File: src/rtl/iagu_add_sched.sv
// ---------------------------------------------------------------------------
// iagu_add_sched
//
// Job-level scheduler for the input-buffer add-path address generator.
// One add job is accepted per valid/ready handshake. Its geometry is latched
// onto the AGU configuration outputs. The scheduler then issues one start
// pulse per tile and follows the AGU read-enable to detect the end of each
// tile. It finishes the job with a one-cycle done pulse, or rejects the job
// with a one-cycle error pulse.
//
// Optional feature macro: IAGU_SCHED_WDOG_EN
//   When it is defined, a watchdog runs in WAIT. If the AGU does not raise
//   busy within WDOG_CYC cycles, the job is aborted with an error pulse.
//
// Ports
//   i_clk, i_rst_n      clock; asynchronous active-low reset
//   i_Job_Valid         job request
//   o_Job_Ready         scheduler can accept a job (high only in IDLE)
//   i_Job_PieceNum      input pieces per tile
//   i_Job_YLength       output Y length
//   i_Job_XLength       output X length
//   i_Job_TileNum       number of tiles in the job
//   o_AGU_Start         one-cycle start pulse per tile
//   o_Input_PieceNum    latched piece count, driven to the AGU
//   o_Out_YLength       latched Y length, driven to the AGU
//   o_Out_XLength       latched X length, driven to the AGU
//   i_AGU_Busy          AGU read-enable, treated as a synchronous level
//   o_Busy              high in any state other than IDLE
//   o_TileIdx           0-based index of the running tile
//   o_Done              one-cycle pulse at the end of the job
//   o_Err               one-cycle pulse on a rejected or aborted job
// ---------------------------------------------------------------------------
module iagu_add_sched #(
    parameter int TILE_W   = 8,
    parameter int WDOG_CYC = 8
) (
    input  logic              i_clk,
    input  logic              i_rst_n,
    input  logic              i_Job_Valid,
    output logic              o_Job_Ready,
    input  logic [7:0]        i_Job_PieceNum,
    input  logic [7:0]        i_Job_YLength,
    input  logic [7:0]        i_Job_XLength,
    input  logic [TILE_W-1:0] i_Job_TileNum,
    output logic              o_AGU_Start,
    output logic [7:0]        o_Input_PieceNum,
    output logic [7:0]        o_Out_YLength,
    output logic [7:0]        o_Out_XLength,
    input  logic              i_AGU_Busy,
    output logic              o_Busy,
    output logic [TILE_W-1:0] o_TileIdx,
    output logic              o_Done,
    output logic              o_Err
);

    localparam logic [2:0] S_IDLE  = 3'd0;
    localparam logic [2:0] S_START = 3'd1;
    localparam logic [2:0] S_WAIT  = 3'd2;
    localparam logic [2:0] S_RUN   = 3'd3;
    localparam logic [2:0] S_DONE  = 3'd4;

    localparam logic [TILE_W:0] TILE_ONE = (TILE_W+1)'(1);

    logic [2:0]        state_q,    state_d;
    logic [7:0]        piece_q,    piece_d;
    logic [7:0]        ylen_q,     ylen_d;
    logic [7:0]        xlen_q,     xlen_d;
    logic [TILE_W-1:0] tile_num_q, tile_num_d;
    logic [TILE_W-1:0] tile_idx_q, tile_idx_d;
    logic              err_q,      err_d;

    logic              job_zero;
    logic              last_tile;

`ifdef IAGU_SCHED_WDOG_EN
    localparam int WD_W = (WDOG_CYC > 1) ? $clog2(WDOG_CYC) : 1;
    localparam logic [WD_W-1:0] WD_LIMIT = WD_W'(WDOG_CYC - 1);

    logic [WD_W-1:0] wdog_q, wdog_d;
`endif

    // A zero length would make the AGU counters wrap through 256, and a
    // zero tile count makes no sense. Either case rejects the job.
    assign job_zero = (i_Job_PieceNum == 8'd0) || (i_Job_YLength == 8'd0) ||
                      (i_Job_XLength == 8'd0)  || (i_Job_TileNum == '0);

    // The compare is one bit wider than the tile index, so a tile count of
    // 2^TILE_W-1 ends correctly instead of wrapping.
    assign last_tile = (({1'b0, tile_idx_q} + TILE_ONE) == {1'b0, tile_num_q});

    always_comb begin
        // NOTE: every _d gets a default before the case statement, so a branch
        // that does not assign it simply holds the flop and no latch is inferred.
        state_d    = state_q;
        piece_d    = piece_q;
        ylen_d     = ylen_q;
        xlen_d     = xlen_q;
        tile_num_d = tile_num_q;
        tile_idx_d = tile_idx_q;
        err_d      = 1'b0;
`ifdef IAGU_SCHED_WDOG_EN
        wdog_d     = wdog_q;
`endif

        case (state_q)
            S_IDLE: begin
                if (i_Job_Valid) begin
                    // A rejected job latches its fields too. The config
                    // outputs always show the most recently accepted request.
                    piece_d    = i_Job_PieceNum;
                    ylen_d     = i_Job_YLength;
                    xlen_d     = i_Job_XLength;
                    tile_num_d = i_Job_TileNum;
                    tile_idx_d = '0;
                    if (job_zero) begin
                        err_d = 1'b1;
                    end else begin
                        state_d = S_START;
                    end
                end
            end
            S_START: begin
                state_d = S_WAIT;
`ifdef IAGU_SCHED_WDOG_EN
                // START is the only way into WAIT, so clearing here resets
                // the watchdog on every WAIT entry.
                wdog_d  = '0;
`endif
            end
            S_WAIT: begin
                if (i_AGU_Busy) begin
                    state_d = S_RUN;
`ifdef IAGU_SCHED_WDOG_EN
                end else if (wdog_q == WD_LIMIT) begin
                    // The tile index is left at the tile that failed.
                    err_d   = 1'b1;
                    state_d = S_IDLE;
                end else begin
                    wdog_d  = wdog_q + 1'b1;
`endif
                end
            end
            S_RUN: begin
                if (!i_AGU_Busy) begin
                    if (last_tile) begin
                        state_d = S_DONE;
                    end else begin
                        tile_idx_d = tile_idx_q + 1'b1;
                        state_d    = S_START;
                    end
                end
            end
            S_DONE: begin
                state_d = S_IDLE;
            end
            default: begin
                state_d = S_IDLE;
            end
        endcase
    end

    // NOTE: sequential state is written with non-blocking assignments only,
    // so every flop samples the pre-edge value of every other flop.
    always_ff @(posedge i_clk or negedge i_rst_n) begin
        if (!i_rst_n) begin
            state_q    <= S_IDLE;
            piece_q    <= 8'd0;
            ylen_q     <= 8'd0;
            xlen_q     <= 8'd0;
            tile_num_q <= '0;
            tile_idx_q <= '0;
            err_q      <= 1'b0;
        end else begin
            state_q    <= state_d;
            piece_q    <= piece_d;
            ylen_q     <= ylen_d;
            xlen_q     <= xlen_d;
            tile_num_q <= tile_num_d;
            tile_idx_q <= tile_idx_d;
            err_q      <= err_d;
        end
    end

`ifdef IAGU_SCHED_WDOG_EN
    always_ff @(posedge i_clk or negedge i_rst_n) begin
        if (!i_rst_n) begin
            wdog_q <= '0;
        end else begin
            wdog_q <= wdog_d;
        end
    end
`endif

    assign o_Job_Ready      = (state_q == S_IDLE);
    assign o_AGU_Start      = (state_q == S_START);
    assign o_Busy           = (state_q != S_IDLE);
    assign o_Done           = (state_q == S_DONE);
    assign o_Err            = err_q;
    assign o_TileIdx        = tile_idx_q;
    assign o_Input_PieceNum = piece_q;
    assign o_Out_YLength    = ylen_q;
    assign o_Out_XLength    = xlen_q;

endmodule

File: config.mk
export PLATFORM = sky130hd
export DESIGN_NAME = iagu_add_sched
export DESIGN_NICKNAME = d
export VERILOG_FILES = /design/src/rtl/iagu_add_sched.sv
export SDC_FILE = /design/constraint.sdc
export NUM_CORES = 1
export LEC_CHECK = 0
export BUFFER_PORTS_ARGS = -buffer_cell sky130_fd_sc_hd__buf_2
export CORE_MARGIN = 3
export CORE_UTILIZATION = 45
export DETAILED_ROUTE_END_ITERATION = 16
export PLACE_DENSITY_LB_ADDON = 0.05
export SLEW_MARGIN = 25
export SYNTH_ARGS = -nofsm -noshare
export SYNTH_HDL_FRONTEND = slang
export SYNTH_SLANG_ARGS = --single-unit
File: constraint.sdc
create_clock -name i_clk -period 1.85 [get_ports i_clk]
set_input_delay 0.0925 -clock i_clk [delete_from_list [all_inputs] [get_ports i_clk]]
set_output_delay 0.0925 -clock i_clk [all_outputs]
set_load 0.005 [all_outputs]
==> results of run 1 <==
[through the flow]
step,std cells,power [W],hold WS (ns),TNS (ns)
finish,319,0.004127,0.03099,-0.1392
global route,319,0.004440,0.02614,-0.8650
CTS,319,0.004142,0.02175,-0.1772
detailed placement,309,0.003392,0.2129,-0.03237
global placement,309,0.003359,0.2122,0
floorplan,178,0.002698,-0.2031,-0.1741
[logic make-up (layout without fill, tap and decap cells)]
group                      Yosys count  count (layout)
buffers and inverters               10              99
AOI/OAI and AO/OA                   20              20
DFF                                 44              44
adders and majority gates            1               1
and+or+nand+nor                     54              54
muxes                               40              40
xor gates and xnor gates             9               9
[synth_stat cells, types with 2 or more instances]
library cell  instances  area (sq um)
dfrtp_1              44          1101
xor2_1                2         17.52
nor2b_1               2         12.51
nor4_1                8         50.05
o211ai_1              7         52.55
nor2_1                8         30.03
nand2_1              15         56.30
mux2_2               32         360.4
nand3_1               5         25.02
inv_1                 4         15.01
mux2i_1               8         80.08
o21ai_0               3         15.01
nor3b_1               4         30.03
clkbuf_1              2         7.510
xnor2_1               7         61.31
buf_2                 3         15.01
[metal layers]
layer  track usage, %  vias up  part of all wire, %
li1                 -      826                    -
met4            6.796        0                  1.3
met5                0        -                    0
met1            23.03      800                   46
met2            26.56       42                   47
met3            5.937        6                  6.3
[power by group through the flow]
| stage | logic, W | registers [W] | clock network (W) |
|---|---|---|---|
| after CTS | 0.00176 | 0.00163 | 0.000754 |
| final | 0.00178 | 0.00162 | 0.000729 |
| after global routing | 0.00196 | 0.00169 | 0.000788 |
| after floorplan | 0.00102 | 0.00168 | 0 |
| after detailed placement | 0.00175 | 0.00164 | 0 |
| after global placement | 0.00173 | 0.00163 | 0 |
[worst max-delay path: stages (launching register included)]
cell and delay [ns]:
dfrtp_1 0.40, ha_2 0.19, and3_4 0.16, a21o_2 0.22, a211oi_4 0.24, o211ai_4 0.17, o211ai_1 0.24, mux2i_1 0.21
[registers in the layout, indices dropped and copies added (netlist names)]
signal            flops
o_Err                 1
o_Input_PieceNum      8
o_Out_XLength         8
o_Out_YLength         8
o_TileIdx             8
state_q               3
tile_num_q            8
[final cells by class]
type / instances / area (sq um)
Multi-Input combinational cell: 124 / 1027
Tap cell: 52 / 65.06
Timing Repair Buffer: 87 / 475.5
Clock inverter: 2 / 35.03
Clock buffer: 6 / 72.57
Fill cell: 381 / 1713
Inverter: 4 / 15.01
Sequential cell: 44 / 1101
[path summary, 6_finish.rpt]
check	end	slack [ns]	cells past startpoint
max	o_TileIdx[3]	-0.04	7
min	tile_num_q[1]	0.03	2
max reg2reg	o_TileIdx[3]	-0.04	7
min reg2reg	o_Input_PieceNum[0]	0.50	1
max in group asynchronous	o_Input_PieceNum[0]	1.07	3
min in group asynchronous	o_TileIdx[4]	0.39	3
[timing repair]
item / in CTS / in global routing
hold buffers: 1 / 0
setup endpoints to repair: 6 / 10
gates resized for setup: 0 / 2
hold endpoints to repair: 44 / 0
buffers inserted: 1 / 0
==> out/qor.csv, run 1 <==
stage,metric,value,unit
grt,globalRoute.totalOverflow,0,
grt,grt_pass1_vias,1576,
clock_network,cts-htree-levels,2,
cells_and_area,drive_gt1_share,51.69,%
cells_and_area,design_area,2791,sq um
grt,grt_antenna_before_repair,0,
power_and_ir_drop,pwr-share-clk,17.7,%
synth,avgSynthCellArea,12.15,sq um
route,vias,1674,
timing,fmax,529.8,MHz
timing,max_slew_margin,62.57,%
synth,syn_inst,178,
cells_and_area,final_common_cell,buf_2,
synth,syn-num-nets,215,
cells_and_area,fin_util,61.97,%
clock_network,clk_latency,0.30,ns
timing,period_share,102.0,%
grt,grt_max_degree,45,
timing,finalHoldViolations,0,
synth,synthMuxAreaShare,20.37,%
hold_path,hold_class,in2reg,
die,rows,24,
placed_design,io_buffers,72,
placed_design,globalplace.congestion,0.7471,
timing,slew_viol_final,0,
clock_network,path_clk_slew,0.09,ns
synth,yosysSeqAreaShare,50.93,%
power_and_ir_drop,p_sw_share,33.49,%
hold_path,hold_start,i_Job_TileNum[1],
placed_design,hpwl,3427,um
timing,setup_ws,-0.03739,ns
synth,synth-compound-area-share,8.333,%
cells_and_area,finalNetCount,303,
synth,synth-seq-cells,44,
route,drt-total-wl,4596,um
synth,synth-simple-area-share,13.89,%
timing,clock_skew,0.01244,ns
power_and_ir_drop,seq_power_share,39.2,%
synth,netlist_area,2162,sq um
die,dieArea,5672,sq um
job,cap_violations,0,
route,initialDrtViolationCount,55,
timing,finalSetupViolCount,6,
die,initial_utilization,48.00,%
clock_network,cts_tree,built,
critical_path,r2r_start,o_TileIdx[0],
status,violations,negative setup slack,
grt,grtUsageTotal,17.45,%
synth,async_reset_ff_share,100.0,%
critical_path,cp_max_fo,9,
synth,synth-xor-area-share,3.646,%
cells_and_area,diodes,0,
synth,synth_cell_type_count,40,
power_and_ir_drop,pwr-share-comb,43.1,%
power_and_ir_drop,power_density,1478,nW/um^2
timing,worst_pin_slew,0.5614,ns
power_and_ir_drop,p_int,0.002745,W
die,die_x,75.32,um
clock_network,cts_root_buffer,clkbuf_8,
power_and_ir_drop,power.switching,0.001382,W
route,routedWlPerCell,14.41,um
critical_path,crit_path_start_kind,flop,
synth,synth_top_family_by_area,multiplexers,
die,core-area,4504,sq um
route,drc_errors,0,
placed_design,place_area,2654,sq um
clock_network,clock-sinks,44,
placed_design,dp_slack,-0.01872,ns
grt,grt_pass1_wl,7445,um
synth,ys.flop_type,dfrtp_1,
critical_path,cp-startpoint,o_TileIdx[0],
critical_path,crit_arrival,2.12,ns
route,viasPerCell,5.248,
power_and_ir_drop,power.leakage,1.371,nW
status,status,"finished, violations left",
route,ant_nets,0,
timing,min_period,1.887,ns
route,dr.pass1.iters,3,
cells_and_area,area_growth,29.11,%
critical_path,end_kind,flop,
clock_network,clockBufferDepth,2,
synth,synth_edf_count,0,
timing,rsz0062_at_grt,true,
synth,synth_warnings,0,
die,io_pins,73,
synth,yosys.area_share.adder,0.5787,%
clock_network,cts_buffers,5,
die,die_height,75.32,um
cells_and_area,layout_common_cells,"buf_2, dfrtp_1, mux2_2",
critical_path,crit_required,2.08,ns
critical_path,crit_type,reg2reg,
power_and_ir_drop,ir_drop,0.8099,mV
Note: power is estimated with default switching activity, not from simulation.
==> inputs of run 2 (changes only) <==
--- a/config.mk
+++ b/config.mk
@@ -6,8 +6,8 @@
 export NUM_CORES = 1
 export LEC_CHECK = 0
 export BUFFER_PORTS_ARGS = -buffer_cell sky130_fd_sc_hd__buf_2
-export CORE_MARGIN = 3
-export CORE_UTILIZATION = 45
+export CORE_MARGIN = 5
+export CORE_UTILIZATION = 37
 export DETAILED_ROUTE_END_ITERATION = 16
 export PLACE_DENSITY_LB_ADDON = 0.05
 export SLEW_MARGIN = 25
==> out/qor.csv, run 2 (synthesis results as in run 1) <==
stage,metric,value,unit,change
grt,grt_antenna_before_repair,0,,unchanged
timing,finalSetupViolCount,3,,was 6
route,drt-total-wl,4938,um,was 4596 um
die,die_height,86.44,um,was 75.32 um
die,rows,27,,was 24
critical_path,r2r_start,o_TileIdx[0],,unchanged
clock_network,path_clk_slew,0.08,ns,was 0.09 ns
timing,tns,-0.04721,ns,was -0.1392 ns
timing,min_period,1.871,ns,was 1.887 ns
power_and_ir_drop,power_density,1438,nW/um^2,was 1478 nW/um^2
hold_path,hold_start,i_Job_TileNum[3],,was i_Job_TileNum[1]
grt,grtUsageTotal,13.67,%,was 17.45%
die,dieArea,7472,sq um,was 5672 sq um
die,initial_utilization,38.55,%,was 48.00%
timing,period_share,101.1,%,was 102.0%
grt,globalRoute.totalOverflow,0,,unchanged
timing,slew_viol_final,0,,unchanged
grt,grt_pass1_vias,1752,,was 1576
job,cap_violations,0,,unchanged
critical_path,end_kind,flop,,unchanged
route,initialDrtViolationCount,69,,was 55
route,vias,1687,,was 1674
power_and_ir_drop,power.switching,0.001369,W,was 0.001382 W
clock_network,cts_buffers,5,,unchanged
timing,fmax,534.5,MHz,was 529.8 MHz
cells_and_area,area_growth,30.09,%,was 29.11%
placed_design,hpwl,3749,um,was 3427 um
status,status,"finished, violations left",,unchanged
placed_design,io_buffers,72,,unchanged
power_and_ir_drop,p_int,0.002676,W,was 0.002745 W
timing,rsz0062_at_grt,true,,unchanged
grt,grt_max_degree,42,,was 45
clock_network,clock-sinks,44,,unchanged
critical_path,crit_type,reg2reg,,unchanged
clock_network,cts_root_buffer,clkbuf_8,,unchanged
cells_and_area,drive_gt1_share,51.50,%,was 51.69%
route,viasPerCell,4.991,,was 5.248
route,routedWlPerCell,14.61,um,was 14.41 um
timing,hold_ws,0.04729,ns,was 0.03099 ns
route,dr.pass1.iters,4,,was 3
power_and_ir_drop,pwr-share-clk,15.8,%,was 17.7%
cells_and_area,final_common_cell,buf_2,,unchanged
grt,grt_pass1_wl,8197,um,was 7445 um
critical_path,crit_path_start_kind,flop,,unchanged
critical_path,crit_arrival,2.09,ns,was 2.12 ns
cells_and_area,fillers,557,,was 381
route,ant_nets,0,,unchanged
clock_network,cts-htree-levels,2,,unchanged
power_and_ir_drop,seq_power_share,40.1,%,was 39.2%
timing,clock_skew,0.007149,ns,was 0.01244 ns
critical_path,cp-startpoint,o_TileIdx[0],,unchanged
route,drc_errors,0,,unchanged
timing,max_slew_margin,66.30,%,was 62.57%
cells_and_area,layout_common_cells,"buf_2, dfrtp_1, mux2_2",,unchanged
timing,setup_ws,-0.02085,ns,was -0.03739 ns
clock_network,clockBufferDepth,2,,unchanged
power_and_ir_drop,power.leakage,1.371,nW,about the same
placed_design,dp_slack,-0.01092,ns,was -0.01872 ns
power_and_ir_drop,ir_drop,0.6639,mV,was 0.8099 mV
die,io_pins,73,,unchanged
critical_path,cp_max_fo,9,,unchanged
status,violations,negative setup slack,,unchanged
placed_design,globalplace.congestion,0.7739,,was 0.7471
cells_and_area,diodes,0,,unchanged
power_and_ir_drop,total_power,0.004044,W,was 0.004127 W
power_and_ir_drop,p_sw_share,33.85,%,was 33.49%
clock_network,post_cts.repair.setup_buffers,0,,was 1
die,core-area,5608,sq um,was 4504 sq um
timing,worst_pin_slew,0.5055,ns,was 0.5614 ns
power_and_ir_drop,pwr-share-comb,44.1,%,was 43.1%
hold_path,hold_class,in2reg,,unchanged
timing,finalHoldViolations,0,,unchanged
clock_network,cts_tree,built,,unchanged
clock_network,clk_latency,0.29,ns,was 0.30 ns
cells_and_area,finalNetCount,303,,unchanged
critical_path,crit_required,2.07,ns,was 2.08 ns
die,die_x,86.44,um,was 75.32 um
==> run 2: worst paths after layout <==
path | endpoint | slack [ns] | cells after the start
min reg2reg | o_Input_PieceNum[6] | 0.51 | 1
max in group asynchronous | o_Out_XLength[1] | 1.07 | 3
min in group asynchronous | o_TileIdx[4] | 0.29 | 2
max reg2reg | o_TileIdx[4] | -0.02 | 7
min | tile_num_q[3] | 0.05 | 2
max | o_TileIdx[4] | -0.02 | 7
==> run 2: critical path, stage by stage (launching register included) <==
cell and delay (ns):
dfrtp_1 0.39, ha_2 0.19, and3_4 0.15, a21o_2 0.22
a211oi_4 0.23, o211ai_4 0.17, o211ai_1 0.24, mux2i_1 0.20
==> run 2: area by class of cell <==
cell class / instances / area (sq um) / area share [%]
Timing Repair Buffer: 87 / 488.0 / 17.35
Sequential cell: 44 / 1101 / 39.15
Clock buffer: 7 / 96.34 / 3.425
Tap cell: 72 / 90.09 / 3.203
Multi-Input combinational cell: 124 / 1022 / 36.34
Inverter: 4 / 15.01 / 0.5338
==> run 2: power by group through the flow <==
stage | clock network (W) | logic, W | registers [W]
finish | 0.000639 | 0.00178 | 0.00162
floorplan | 0 | 0.00102 | 0.00168
global placement | 0 | 0.00178 | 0.00163
CTS | 0.000657 | 0.00179 | 0.00163
detailed placement | 0 | 0.00178 | 0.00164
global route | 0.000693 | 0.00197 | 0.00168
==> run 2: routing by layer <==
| layer | track usage, % | routed length [um] |
|---|---|---|
| met5 | 0 | 0 |
| met4 | 4.674 | 62 |
| met3 | 4.373 | 355 |
| met2 | 21.21 | 2254 |
| met1 | 17.98 | 2265 |
==> run 2: stage by stage <==
stage	area (sq um)	util, %	instances
after global routing	2813	50.16	338
after floorplan	2165	-	178
after global placement	2699	48.13	330
after detailed placement	2699	48.13	330
final	2813	50.16	338
after CTS	2805	50.02	338
==> run 2: timing repair <==
item,CTS,global route
endpoints found under the hold margin,17,0
endpoints found under the setup margin,6,9
resized for setup,0,1
hold buffers,1,0
pin swaps,0,2
==> inputs of run 3 (changes only) <==
--- a/config.mk
+++ b/config.mk
@@ -5,10 +5,11 @@
 export SDC_FILE = /design/constraint.sdc
 export NUM_CORES = 1
 export LEC_CHECK = 0
-export BUFFER_PORTS_ARGS = -buffer_cell sky130_fd_sc_hd__buf_2
+export BUFFER_PORTS_ARGS = -buffer_cell sky130_fd_sc_hd__buf_4
 export CORE_MARGIN = 5
 export CORE_UTILIZATION = 37
 export DETAILED_ROUTE_END_ITERATION = 16
+export MAX_ROUTING_LAYER = met4
 export PLACE_DENSITY_LB_ADDON = 0.05
 export SLEW_MARGIN = 25
 export SYNTH_ARGS = -nofsm -noshare
==> out/qor.csv, run 3 (synthesis results as in run 1) <==
stage,metric,value,unit,change
status,status,"finished, violations left",,unchanged
status,violations,negative setup slack,,unchanged
critical_path,crit_required,2.07,ns,about the same
timing,slew_viol_final,0,,unchanged
grt,grt_antenna_before_repair,0,,unchanged
power_and_ir_drop,p_sw_share,31.96,%,was 33.85%
die,rows,27,,unchanged
placed_design,dp_slack,-0.04507,ns,was -0.01092 ns
timing,max_slew_margin,61.95,%,was 66.30%
timing,setup_ws,-0.03297,ns,was -0.02085 ns
power_and_ir_drop,pwr-share-clk,16.7,%,was 15.8%
timing,rsz0062_at_grt,true,,unchanged
clock_network,cts_buffers,5,,unchanged
route,drt-total-wl,4924,um,was 4938 um
die,initial_utilization,38.55,%,unchanged
critical_path,ff2ff_path_depth,7,,unchanged
job,cap_violations,0,,unchanged
critical_path,crit_arrival,2.10,ns,was 2.09 ns
route,drc_errors,0,,unchanged
power_and_ir_drop,seq_power_share,37.8,%,was 40.1%
timing,min_period,1.883,ns,was 1.871 ns
route,dr.pass1.iters,4,,unchanged
power_and_ir_drop,ir_drop,0.6264,mV,was 0.6639 mV
clock_network,cts_root_buffer,clkbuf_8,,unchanged
clock_network,cts_tree,built,,unchanged
power_and_ir_drop,power.leakage,1.427,nW,was 1.371 nW
power_and_ir_drop,power_density,1435,nW/um^2,was 1438 nW/um^2
critical_path,end_kind,flop,,unchanged
critical_path,r2r_end,o_TileIdx[3],,was o_TileIdx[4]
clock_network,clock-sinks,44,,unchanged
grt,grtUsageTotal,14.99,%,was 13.67%
die,die_x,86.44,um,unchanged
critical_path,cp_max_fo,8,,was 9
route,ant_nets,0,,unchanged
critical_path,r2r_start,o_TileIdx[0],,unchanged
power_and_ir_drop,power.switching,0.001374,W,was 0.001369 W
die,dieArea,7472,sq um,unchanged
timing,clock_skew,0.005822,ns,was 0.007149 ns
cells_and_area,diodes,0,,unchanged
route,viasPerCell,4.959,,was 4.991
die,core-area,5608,sq um,unchanged
critical_path,crit_type,reg2reg,,unchanged
die,die_height,86.44,um,unchanged
cells_and_area,drive_gt1_share,51.87,%,was 51.50%
die,io_pins,73,,unchanged
power_and_ir_drop,pwr-share-comb,45.5,%,was 44.1%
cells_and_area,area_growth,38.60,%,was 30.09%
hold_path,hold_class,in2reg,,unchanged
clock_network,clockBufferDepth,2,,unchanged
cells_and_area,finalNetCount,304,,was 303
hold_path,hold_start,i_Job_TileNum[0],,was i_Job_TileNum[3]
route,routedWlPerCell,14.48,um,was 14.61 um
clock_network,path_clk_slew,0.08,ns,about the same
hold_path,hold_depth,2,,unchanged
grt,globalRoute.totalOverflow,0,,unchanged
clock_network,cts-htree-levels,2,,unchanged
timing,finalSetupViolCount,7,,was 3
timing,fmax,531.1,MHz,was 534.5 MHz
hold_path,hold_end,tile_num_q[0],,was tile_num_q[3]
grt,grt_max_degree,45,,was 42
critical_path,rrSetupSlack,-0.03,ns,was -0.02 ns
grt,grt_pass1_vias,1802,,was 1752
power_and_ir_drop,p_int,0.002926,W,was 0.002676 W
route,vias,1686,,was 1687
timing,finalHoldViolations,0,,unchanged
timing,worst_pin_slew,0.5707,ns,was 0.5055 ns
timing,hold_ws,0.03663,ns,was 0.04729 ns
placed_design,hpwl,3751,um,was 3749 um
clock_network,clk_latency,0.29,ns,about the same
placed_design,io_buffers,72,,unchanged
cells_and_area,final_common_cell,buf_4,,was buf_2
placed_design,globalplace.congestion,0.7744,,was 0.7739
timing,period_share,101.8,%,was 101.1%
cells_and_area,layout_common_cells,"buf_4, dfrtp_1, mux2_2",,"was buf_2, dfrtp_1, mux2_2"
cells_and_area,fillers,544,,was 557
grt,grt_pass1_wl,8597,um,was 8197 um
critical_path,crit_path_start_kind,flop,,unchanged
route,initialDrtViolationCount,67,,was 69
[run 3: final cells by class]
type	count	area, sq um	area share (%)
inverters	4	15.01	0.5010
flip-flops and latches	44	1101	36.74
clock inverters	2	35.03	1.169
repair buffers	88	663.1	22.13
clock buffers	6	72.57	2.422
multi-input cells	124	1020	34.03
well taps	72	90.09	3.006
[run 3: what timing repair did]
item	4_1_cts	5_1_grt
hold endpoints to repair	44	0
hold buffers	1	0
resized for setup	0	2
setup buffers	0	1
pin swaps	1	5
setup endpoints to repair	6	9
[run 3: worst max-delay path, stage by stage, from the launching register on]
cell      delay [ns]
dfrtp_1         0.39
ha_2            0.19
and3_4          0.16
a21o_2          0.21
a211oi_2        0.24
o211ai_4        0.17
o211ai_1        0.25
mux2i_1         0.20
[run 3: worst max-delay path by stage]
| stage | depth (start not counted) | slack [ns] | end | start |
|---|---|---|---|---|
| after floorplan | 7 | -0.03 | o_TileIdx[2] | o_TileIdx[0] |
| after global placement | 7 | 0.03 | o_TileIdx[2] | o_TileIdx[0] |
| after detailed placement | 7 | -0.05 | o_TileIdx[4] | o_TileIdx[0] |
| after CTS | 7 | -0.06 | o_TileIdx[4] | o_TileIdx[0] |
| after global routing | 7 | -0.15 | o_TileIdx[3] | o_TileIdx[0] |
| final | 7 | -0.03 | o_TileIdx[3] | o_TileIdx[0] |
[run 3: power groups by stage]
stage                     registers [W]  logic, W  clock network (W)
after floorplan                 0.00168   0.00102                  0
after global placement          0.00164   0.00196                  0
after detailed placement        0.00165   0.00197                  0
after CTS                       0.00163   0.00198           0.000748
after global routing            0.00169   0.00217           0.000812
final                           0.00163   0.00196           0.000719
[run 3: metal layers]
| layer | GRT usage, % | wire length [um] | vias up |
|---|---|---|---|
| li1 | - | - | 823 |
| met1 | 19.47 | 2251 | 805 |
| met2 | 22.32 | 2253 | 52 |
| met3 | 5.323 | 363 | 6 |
| met4 | 3.824 | 56 | 0 |
| met5 | - | 0 | - |
[run 3: stage by stage]
stage | instance area (sq um) | instances | utilization (%) | power, W | setup TNS [ns]
final | 2997 | 340 | 53.44 | 0.004301 | -0.1560
after global routing | 2997 | 340 | 53.44 | 0.004674 | -0.8759
after CTS | 2984 | 339 | 53.21 | 0.004355 | -0.2383
after detailed placement | 2867 | 330 | 51.12 | 0.003620 | -0.1120
after global placement | 2867 | 330 | 51.12 | 0.003603 | 0
after floorplan | 2165 | 178 | - | 0.002698 | -0.1741
